$ cat src/rtl/cpu_pkg.sv
// Shared CPU front-end types: instruction width, default PC width, fetch FSM
// states and the fetch entry payload handed from fetch to decode.
package cpu_pkg;

  localparam int unsigned INST_W   = 16;
  localparam int unsigned PC_W_DEF = 8;

  typedef enum logic [1:0] {
    IDLE = 2'd0,
    RUN  = 2'd1,
    HALT = 2'd2
  } fetch_state_e;

  typedef struct packed {
    logic [INST_W-1:0]   inst;
    logic [PC_W_DEF-1:0] pc;
  } fetch_entry_t;

endpackage

$ cat src/rtl/fetch_unit_if.sv
// Fetch-stage bus bundle: instruction-memory port, decode handshake and
// execute redirect/halt controls. master = fetch unit, slave = its environment.
interface fetch_unit_if
  import cpu_pkg::*;
#(
  parameter int unsigned PC_W = PC_W_DEF
);

  logic              imem_req;
  logic [PC_W-1:0]   imem_addr;
  logic              imem_rvalid;
  logic [INST_W-1:0] imem_rdata;
  logic              inst_valid;
  logic              inst_ready;
  logic [INST_W-1:0] inst;
  logic [PC_W-1:0]   inst_pc;
  logic              redirect_valid;
  logic [PC_W-1:0]   redirect_pc;
  logic              halt;

  modport master (
    output imem_req, imem_addr, inst_valid, inst, inst_pc,
    input  imem_rvalid, imem_rdata, inst_ready, redirect_valid, redirect_pc, halt
  );

  modport slave (
    input  imem_req, imem_addr, inst_valid, inst, inst_pc,
    output imem_rvalid, imem_rdata, inst_ready, redirect_valid, redirect_pc, halt
  );

endinterface

$ cat src/rtl/fetch_fifo.sv
// In-order instruction buffer with registered storage; head is read straight
// from the storage registers so decode never sees a path from memory data.
module fetch_fifo
  import cpu_pkg::*;
#(
  parameter int unsigned DEPTH = 2
) (
  input  logic                             clk,
  input  logic                             rst_n,
  input  logic                             push,
  input  fetch_entry_t                     push_data,
  input  logic                             pop,
  input  logic                             flush,
  output fetch_entry_t                     head,
  output logic [$clog2(DEPTH + 1)-1:0]     count,
  output logic                             full,
  output logic                             empty
);

  localparam int unsigned CNT_W = $clog2(DEPTH + 1);
  localparam int unsigned PTR_W = (DEPTH > 1) ? $clog2(DEPTH) : 1;

  fetch_entry_t     mem_q [DEPTH];
  logic [PTR_W-1:0] wr_ptr_q;
  logic [PTR_W-1:0] rd_ptr_q;
  logic [CNT_W-1:0] count_q;
  logic             pop_en;

  function automatic logic [PTR_W-1:0] ptr_inc(input logic [PTR_W-1:0] p);
    return (p == PTR_W'(DEPTH - 1)) ? '0 : p + PTR_W'(1);
  endfunction

  assign pop_en = pop && (count_q != '0);

  always_ff @(posedge clk or negedge rst_n) begin
    if (!rst_n) begin
      wr_ptr_q <= '0;
      rd_ptr_q <= '0;
      count_q  <= '0;
      for (int unsigned i = 0; i < DEPTH; i++) begin
        mem_q[i] <= '0;
      end
    end else if (flush) begin
      wr_ptr_q <= '0;
      rd_ptr_q <= '0;
      count_q  <= '0;
    end else begin
      if (push) begin
        mem_q[wr_ptr_q] <= push_data;
        wr_ptr_q        <= ptr_inc(wr_ptr_q);
      end
      if (pop_en) begin
        rd_ptr_q <= ptr_inc(rd_ptr_q);
      end
      count_q <= count_q + CNT_W'(push) - CNT_W'(pop_en);
    end
  end

  assign head  = mem_q[rd_ptr_q];
  assign count = count_q;
  assign full  = (count_q == CNT_W'(DEPTH));
  assign empty = (count_q == '0);

endmodule

$ cat src/rtl/fetch_unit.sv
// Instruction-fetch stage: PC, credit-limited imem issue, stale-response
// discard after redirect, and in-order hand-off to decode.
// Optional FETCH_PERF_CNT_EN adds saturating stall/flush performance counters.
module fetch_unit
  import cpu_pkg::*;
#(
  parameter int unsigned PC_W       = PC_W_DEF,
  parameter int unsigned RESET_PC   = 0,
  parameter int unsigned FIFO_DEPTH = 2
) (
  input  logic                clk,
  input  logic                rst_n,
  fetch_unit_if.master        bus
`ifdef FETCH_PERF_CNT_EN
  ,
  output logic [15:0]         perf_stall_cnt,
  output logic [15:0]         perf_flush_cnt
`endif
);

  localparam int unsigned CNT_W = $clog2(FIFO_DEPTH + 1);
  localparam int unsigned SUM_W = CNT_W + 1;

  fetch_state_e     state_q;
  fetch_state_e     state_d;
  logic [PC_W-1:0]  pc_q;
  logic [CNT_W-1:0] outstanding_q;
  logic [CNT_W-1:0] discard_q;

  logic             issue;
  logic             push;
  logic             pop;
  logic [SUM_W-1:0] credit_used;
  fetch_entry_t     push_data;
  fetch_entry_t     head;
  logic [CNT_W-1:0] fifo_count;
  logic             fifo_full;
  logic             fifo_empty;

  always_ff @(posedge clk or negedge rst_n) begin
    if (!rst_n) state_q <= IDLE;
    else        state_q <= state_d;
  end

  // Redirect overrides every transition, including a simultaneous halt.
  always_comb begin
    state_d = state_q;
    unique case (state_q)
      IDLE:    state_d = RUN;
      RUN:     if (bus.halt) state_d = HALT;
      HALT:    state_d = HALT;
      default: state_d = IDLE;
    endcase
    if (bus.redirect_valid) state_d = RUN;
  end

  // Buffered entries plus in-flight requests (stale ones included) never exceed the FIFO depth.
  assign credit_used = {1'b0, fifo_count} + {1'b0, outstanding_q};
  assign issue = (state_q == RUN) && !bus.redirect_valid
              && (credit_used < SUM_W'(FIFO_DEPTH));

  assign bus.imem_req  = issue;
  assign bus.imem_addr = pc_q;

  // Live requests are consecutive from the last redirect, so the oldest one sits at pc - live_count.
  assign push = bus.imem_rvalid && (discard_q == '0) && !bus.redirect_valid;
  assign pop  = !fifo_empty && bus.inst_ready && !bus.redirect_valid;
  assign push_data.inst = bus.imem_rdata;
  assign push_data.pc   = PC_W_DEF'(pc_q - PC_W'(outstanding_q - discard_q));

  always_ff @(posedge clk or negedge rst_n) begin
    if (!rst_n) begin
      pc_q          <= PC_W'(RESET_PC);
      outstanding_q <= '0;
      discard_q     <= '0;
    end else begin
      outstanding_q <= outstanding_q + CNT_W'(issue) - CNT_W'(bus.imem_rvalid);
      if (bus.redirect_valid) begin
        pc_q      <= bus.redirect_pc;
        discard_q <= outstanding_q - CNT_W'(bus.imem_rvalid);
      end else begin
        if (issue) pc_q <= pc_q + PC_W'(1);
        if (bus.imem_rvalid && (discard_q != '0)) discard_q <= discard_q - CNT_W'(1);
      end
    end
  end

  fetch_fifo #(
    .DEPTH (FIFO_DEPTH)
  ) u_fifo (
    .clk       (clk),
    .rst_n     (rst_n),
    .push      (push),
    .push_data (push_data),
    .pop       (pop),
    .flush     (bus.redirect_valid),
    .head      (head),
    .count     (fifo_count),
    .full      (fifo_full),
    .empty     (fifo_empty)
  );

  assign bus.inst_valid = !fifo_empty;
  assign bus.inst       = head.inst;
  assign bus.inst_pc    = PC_W'(head.pc);

  a_no_overflow: assert property (@(posedge clk) disable iff (!rst_n) !(push && fifo_full));

`ifdef FETCH_PERF_CNT_EN
  always_ff @(posedge clk or negedge rst_n) begin
    if (!rst_n) begin
      perf_stall_cnt <= '0;
      perf_flush_cnt <= '0;
    end else begin
      if (!fifo_empty && !bus.inst_ready && (perf_stall_cnt != 16'hFFFF))
        perf_stall_cnt <= perf_stall_cnt + 16'd1;
      if (bus.redirect_valid && (perf_flush_cnt != 16'hFFFF))
        perf_flush_cnt <= perf_flush_cnt + 16'd1;
    end
  end
`endif

endmodule

$ cat src/flat_wrapper.sv
// flat-port wrapper written by rule: the top's interface ports become plain ports
module fetch_unit_flat import cpu_pkg::*;
#(
  parameter int unsigned PC_W       = PC_W_DEF,
  parameter int unsigned RESET_PC   = 0,
  parameter int unsigned FIFO_DEPTH = 2
)
  (clk, rst_n, bus_imem_req, bus_imem_addr, bus_inst_valid, bus_inst, bus_inst_pc, bus_imem_rvalid, bus_imem_rdata, bus_inst_ready, bus_redirect_valid, bus_redirect_pc, bus_halt);
  fetch_unit_if #(.PC_W(PC_W)) bus_i ();
  input  logic clk;
  input  logic rst_n;
  output wire logic [$bits(bus_i.imem_req)-1:0] bus_imem_req;
  output wire logic [$bits(bus_i.imem_addr)-1:0] bus_imem_addr;
  output wire logic [$bits(bus_i.inst_valid)-1:0] bus_inst_valid;
  output wire logic [$bits(bus_i.inst)-1:0] bus_inst;
  output wire logic [$bits(bus_i.inst_pc)-1:0] bus_inst_pc;
  input wire logic [$bits(bus_i.imem_rvalid)-1:0] bus_imem_rvalid;
  input wire logic [$bits(bus_i.imem_rdata)-1:0] bus_imem_rdata;
  input wire logic [$bits(bus_i.inst_ready)-1:0] bus_inst_ready;
  input wire logic [$bits(bus_i.redirect_valid)-1:0] bus_redirect_valid;
  input wire logic [$bits(bus_i.redirect_pc)-1:0] bus_redirect_pc;
  input wire logic [$bits(bus_i.halt)-1:0] bus_halt;
  assign bus_imem_req = bus_i.imem_req;
  assign bus_imem_addr = bus_i.imem_addr;
  assign bus_inst_valid = bus_i.inst_valid;
  assign bus_inst = bus_i.inst;
  assign bus_inst_pc = bus_i.inst_pc;
  assign bus_i.imem_rvalid = bus_imem_rvalid;
  assign bus_i.imem_rdata = bus_imem_rdata;
  assign bus_i.inst_ready = bus_inst_ready;
  assign bus_i.redirect_valid = bus_redirect_valid;
  assign bus_i.redirect_pc = bus_redirect_pc;
  assign bus_i.halt = bus_halt;
  fetch_unit #(.PC_W(PC_W), .RESET_PC(RESET_PC), .FIFO_DEPTH(FIFO_DEPTH)) u_core (.clk(clk), .rst_n(rst_n), .bus(bus_i));
endmodule
$ cat config.mk
export PLATFORM = sky130hd
export DESIGN_NAME = fetch_unit_flat
export DESIGN_NICKNAME = d
export VERILOG_FILES = /design/src/rtl/cpu_pkg.sv /design/src/rtl/fetch_unit_if.sv /design/src/rtl/fetch_fifo.sv /design/src/rtl/fetch_unit.sv /design/src/flat_wrapper.sv
export SDC_FILE = /design/constraint.sdc
export NUM_CORES = 1
export LEC_CHECK = 0
export BUFFER_PORTS_ARGS = -buffer_cell sky130_fd_sc_hd__clkbuf_2
export CORE_ASPECT_RATIO = 0.9
export CORE_MARGIN = 2
export CORE_UTILIZATION = 27
export CTS_CLUSTER_SIZE = 14
export DETAILED_ROUTE_END_ITERATION = 6
export GPL_TIMING_DRIVEN = 0
export HOLD_SLACK_MARGIN = 0.12
export PLACE_DENSITY_LB_ADDON = 0.12
export RECOVER_POWER = 50
export SYNTH_ARGS = -nofsm -noshare
export SYNTH_HDL_FRONTEND = slang
export SYNTH_HIERARCHICAL = 1
export SYNTH_SLANG_ARGS = --single-unit
$ cat constraint.sdc
create_clock -name clk -period 3.7 [get_ports clk]
set_input_delay 0.37 -clock clk [delete_from_list [all_inputs] [get_ports clk]]
set_output_delay 0.37 -clock clk [all_outputs]
set_load 0.01 [all_outputs]
== Word level (Yosys, flattened, before mapping) ==
Index checks and enable logic that the tools add are counted.
Widths: inputs -> output; s select.
Operators by class
  $add $sub $neg: 12
  magnitude comparators: 4
  equality and inequality tests: 3
  mux-type cells: 20
  bitwise operators: 3
  reductions and logical operators: 21
Operators with widths (count)
  $mux 24: 4
  $bwmux 48: 1
  $demux 24 s1: 1
  $mux 8: 2
  $reduce_bool 2->1: 6
  $mux 2: 5
  $logic_and 1x1->1: 9
  $add 8x1->8 const B: 1
  $sub 8x8->8: 1
  $logic_not 2->1: 3
  $mux 1: 6
  $pmux 2 s3: 1
  $sub 2x1->2: 3
  $add 2x1->2: 2
  $ge 2x2->1 const B: 2
  $not 1->2: 2
  $add 2x2->3: 1
  $lt 3x2->1 const B: 1
  $ne 3x3->1 const B: 1
  $sub 2x2->3: 1
  $add 1x1->1 const B: 2
  $eq 2x1->1 const B: 1
  $eq 2x2->1 const B: 1
  $logic_not 1->1: 2
  4 further kinds: 4
Word-level totals
  flip-flop bits (word level): 66
  input bits: 30
  output and inout bits: 34

== Depth between registers and ports, before layout ==
  word-level depth: 7
  mapped depth: 11

== Hierarchy ==
Netlist, hierarchy kept.
By module, submodules not included
  fetch_fifo: times used 1, cells an instance 148, area an instance 2319.7 um^2, sequential area each 1301.2 um^2
  fetch_unit: times used 1, cells an instance 125, area an instance 1141.1 um^2, sequential area each 350.3 um^2

== Worst setup path after synthesis ==
No wires, ideal clock.
  kind: register to register
  start: reg u_core.outstanding_q[0]
  end: reg u_core/u_fifo/mem_q[30] in the netlist's numbering
  library setup time: 125 ps
  arrival time: 2284 ps
  required time: 3575 ps
  path slack: 1292 ps
  cell stages (with the launch flop): 12
  path buffers: 0
  clock period less this slack: 2408 ps
  cell sequence: dfrtp_1 > inv_1 > ha_1 > inv_1 > fa_1 > inv_1 > fa_1 > a21oi_1 > o211ai_1 > a21oi_1 > xnor2_1 > mux2_2
RTL lines
  start: declaration: line fetch_unit.sv:27  | logic [CNT_W-1:0] outstanding_q;
  start signal: assignment: line fetch_unit.sv:77  | outstanding_q <= outstanding_q + CNT_W'(issue) - CNT_W'(bus.imem_rvalid);
  end signal: indexed assignment: line fetch_fifo.sv:49  | mem_q[wr_ptr_q] <= push_data;
  end: declaration: line fetch_fifo.sv:23  | fetch_entry_t mem_q [DEPTH];

==> metrics.md <==
| Metric | Value |
|---|---|
| Status | finished, violations left |
| Failing checks | capacitance limit, slew limit |
| Worst-path clk slew | 60 ps |
| Initial antenna violation count | 0 |
| Number of fill cells | 1303 |
| Die span in x | 123 um |
| Gr ovfl total | 0 |
| Mapped Cells | 272 |
| Sink count of the clock tree | 66 |
| Initial Util | 27.4% |
| Nets | 397 |
| CP max stage cell | fa_1 |
| Die area | 13700 sq um |
| Worst slew margin | -8.96% |
| Final setup viols | 0 |
| Pin count of the biggest net entering global routing | 38 |
| Syn Nets | 321 |
| Min Tclk post-route | 2730 ps |
| Worst setup EP type | flip-flop |
| First-pass GRT wire length | 12300 um |
| Pwr Total | 0.00341 W |
| Diode count | 0 |
| Pwr Density | 792 nW/um^2 |
| Die H | 111 um |
| Syn_area_per_cell | 12.7 sq um |
| Post-route insts no fill | 517 |
| Mapped Area | 3450 sq um |
| Critical Path Max Stage Delay | 500 ps |
| YS warnings | 6 |
| Rows | 39 |
| Area Overhead vs Synth | 24.7% |
| PnR worst setup slack | 972 ps |
| CP Launch Type | flip-flop |
| Via Count | 2255 |
| Routed Antenna Nets | 0 |
| I/O pins | 64 |
| Vias per inst | 4.36 |
| Final Skew | 5.97 ps |
| Worst hold-check path type | in2reg |
| Register Area | 1650 sq um |
| Slew Limit Fails | 31 |
| CP required | 3910 ps |
| Core ar. | 12600 sq um |
| H-tree levels | 3 |
| Fmax | 367 MHz |
| CTS tree | done |
| Clock Latency Late Sink | 330 ps |
| Final-report hold violation count | 0 |
| Overall routing resource usage | 11.8% |
| Drt pass-1 iters | 4 |
| GPL Wtd Cong | 0.731 |
| Worst path arrival time | 2940 ps |
| Place WS | 988 ps |
| RSZ-0062 raised after global routing | false |
| # port buffers | 63 |
| Setup TNS | 0 ps |
| CTS buffer count | 9 |
| Period utilization | 73.7% |
| Estimated wirelength of the detail-placed design | 5300 um |
| Top Family by Delay on Critical Path | adder cells |
| Crit-path max FO | 6 |
| Dpl cells | 500 |
| Multi-input logic area | 1680 sq um |
| Critical path class | reg2reg |
| Setup Buffers After CTS | 0 |
| Maximum clock insertion buffer count | 2 |
| Max VDD drop | 0.263 mV |
| Wire per inst | 14.2 um |
| Buf+Inv Stages, Crit Path | 2 |
| P_leak | 2.09 nW |
| Layout cell share with drive strength beyond 1 | 41.6% |
| Vias in the first global route | 2431 |
| # Max-Cap Violations | 1 |
| Cell Chain, Critical Path | inv_1 -> ha_1 -> inv_1 -> fa_1 -> ha_1 -> nor2_1 -> a211oi_1 -> o22ai_1 -> xnor2_1 -> mux2_2 |
| Iteration-0 DRC count of the detailed router | 68 |
| Slew @ Worst Pin | 1630 ps |
| Routed WL | 7340 um |
| Root Buffer | clkbuf_16 |
| Remaining DRCs | 0 |
timing repair:
item                       CTS  global route
setup endpoints to repair    0             0
hold endpoints to repair    29             0
gates resized for setup      0             0
hold buffers                 1             0
sequential cells by signal (all words and copies together), names as in the netlist:
signal and cells:
u_core/bus.imem_addr 8, u_core/discard_q 2, u_core/outstanding_q 2, u_core/state_q 2, u_core/u_fifo/count 2, u_core/u_fifo/mem_q 48
u_core/u_fifo/rd_ptr_q 1, u_core/u_fifo/wr_ptr_q 1
worst paths after layout:
check | startpoint | end | slack [ps] | cells past startpoint
setup / recovery | u_core/outstanding_q[0] | u_core/u_fifo/mem_q[31] | 970 | 10
hold / removal | bus_redirect_pc[4] | u_core/bus.imem_addr[4] | 260 | 3
setup reg to reg | u_core/outstanding_q[0] | u_core/u_fifo/mem_q[31] | 970 | 10
hold reg to reg | u_core/u_fifo/mem_q[26] | u_core/u_fifo/mem_q[26] | 480 | 1
max in group asynchronous | rst_n | u_core/bus.imem_addr[2] | 1000 | 3
min in group asynchronous | rst_n | u_core/u_fifo/mem_q[35] | 990 | 2
cells in the final DEF (no fill, tap or decap), types with 3 or more instances in the layout:
cell,count
xnor2_1,10
clkbuf_1,17
o21ai_1,7
clkbuf_16,9
mux2_2,71
nand2b_1,3
nand3_1,4
inv_1,16
dfrtp_1,66
xor2_1,8
a21oi_1,5
nor2b_1,6
fa_1,3
nor2_1,12
nand2_1,12
clkbuf_2,52
bufinv_16,3
ha_1,16
layer usage:
layer	wire (um)	vias up	GRT usage, %
li1	-	1099	-
met1	3380	1123	15.0
met2	3620	26	19.0
met3	230	7	2.93
met4	113	0	5.30
met5	0	-	0
worst reg2reg max path: cells and delay by family (launching register included):
family | cells | cell delay [ps]
adders and majority gates | 3 | 1050
AOI/OAI and AO/OA | 2 | 530
DFF | 1 | 380
muxes | 1 | 280
xor gates and xnor gates | 1 | 190
buffers and inverters | 2 | 130
and+or+nand+nor | 1 | 50
power breakdown:
group,leakage (nW),internal (W),switching [W]
Combinational,1.08,0.000686,0.000684
Sequential,0.853,0.000941,0.000132
Clock,0.160,0.000657,0.000312
Total,2.09,0.00228,0.00113
cell type report:
class / count / share of cell area (%)
well taps: 164 / 4.76
multi-input cells: 181 / 39.1
clock buffers: 11 / 5.40
inverters: 16 / 1.39
repair buffers: 65 / 7.32
flip-flops and latches: 66 / 38.3
clock inverters: 5 / 2.38
plain buffers: 9 / 1.36
per-stage QoR:
step | cell area [sq um] | hold slack, ps | util (%)
6_report | 4310 | 257 | 34.2
5_1_grt | 4310 | 252 | 34.2
4_1_cts | 4340 | 241 | 34.5
3_5_place_dp | 4000 | 377 | 31.8
3_3_place_gp | 3980 | 468 | 31.6
2_1_floorplan | 3450 | 74.4 | -
Note: power is estimated with default switching activity, not from simulation.
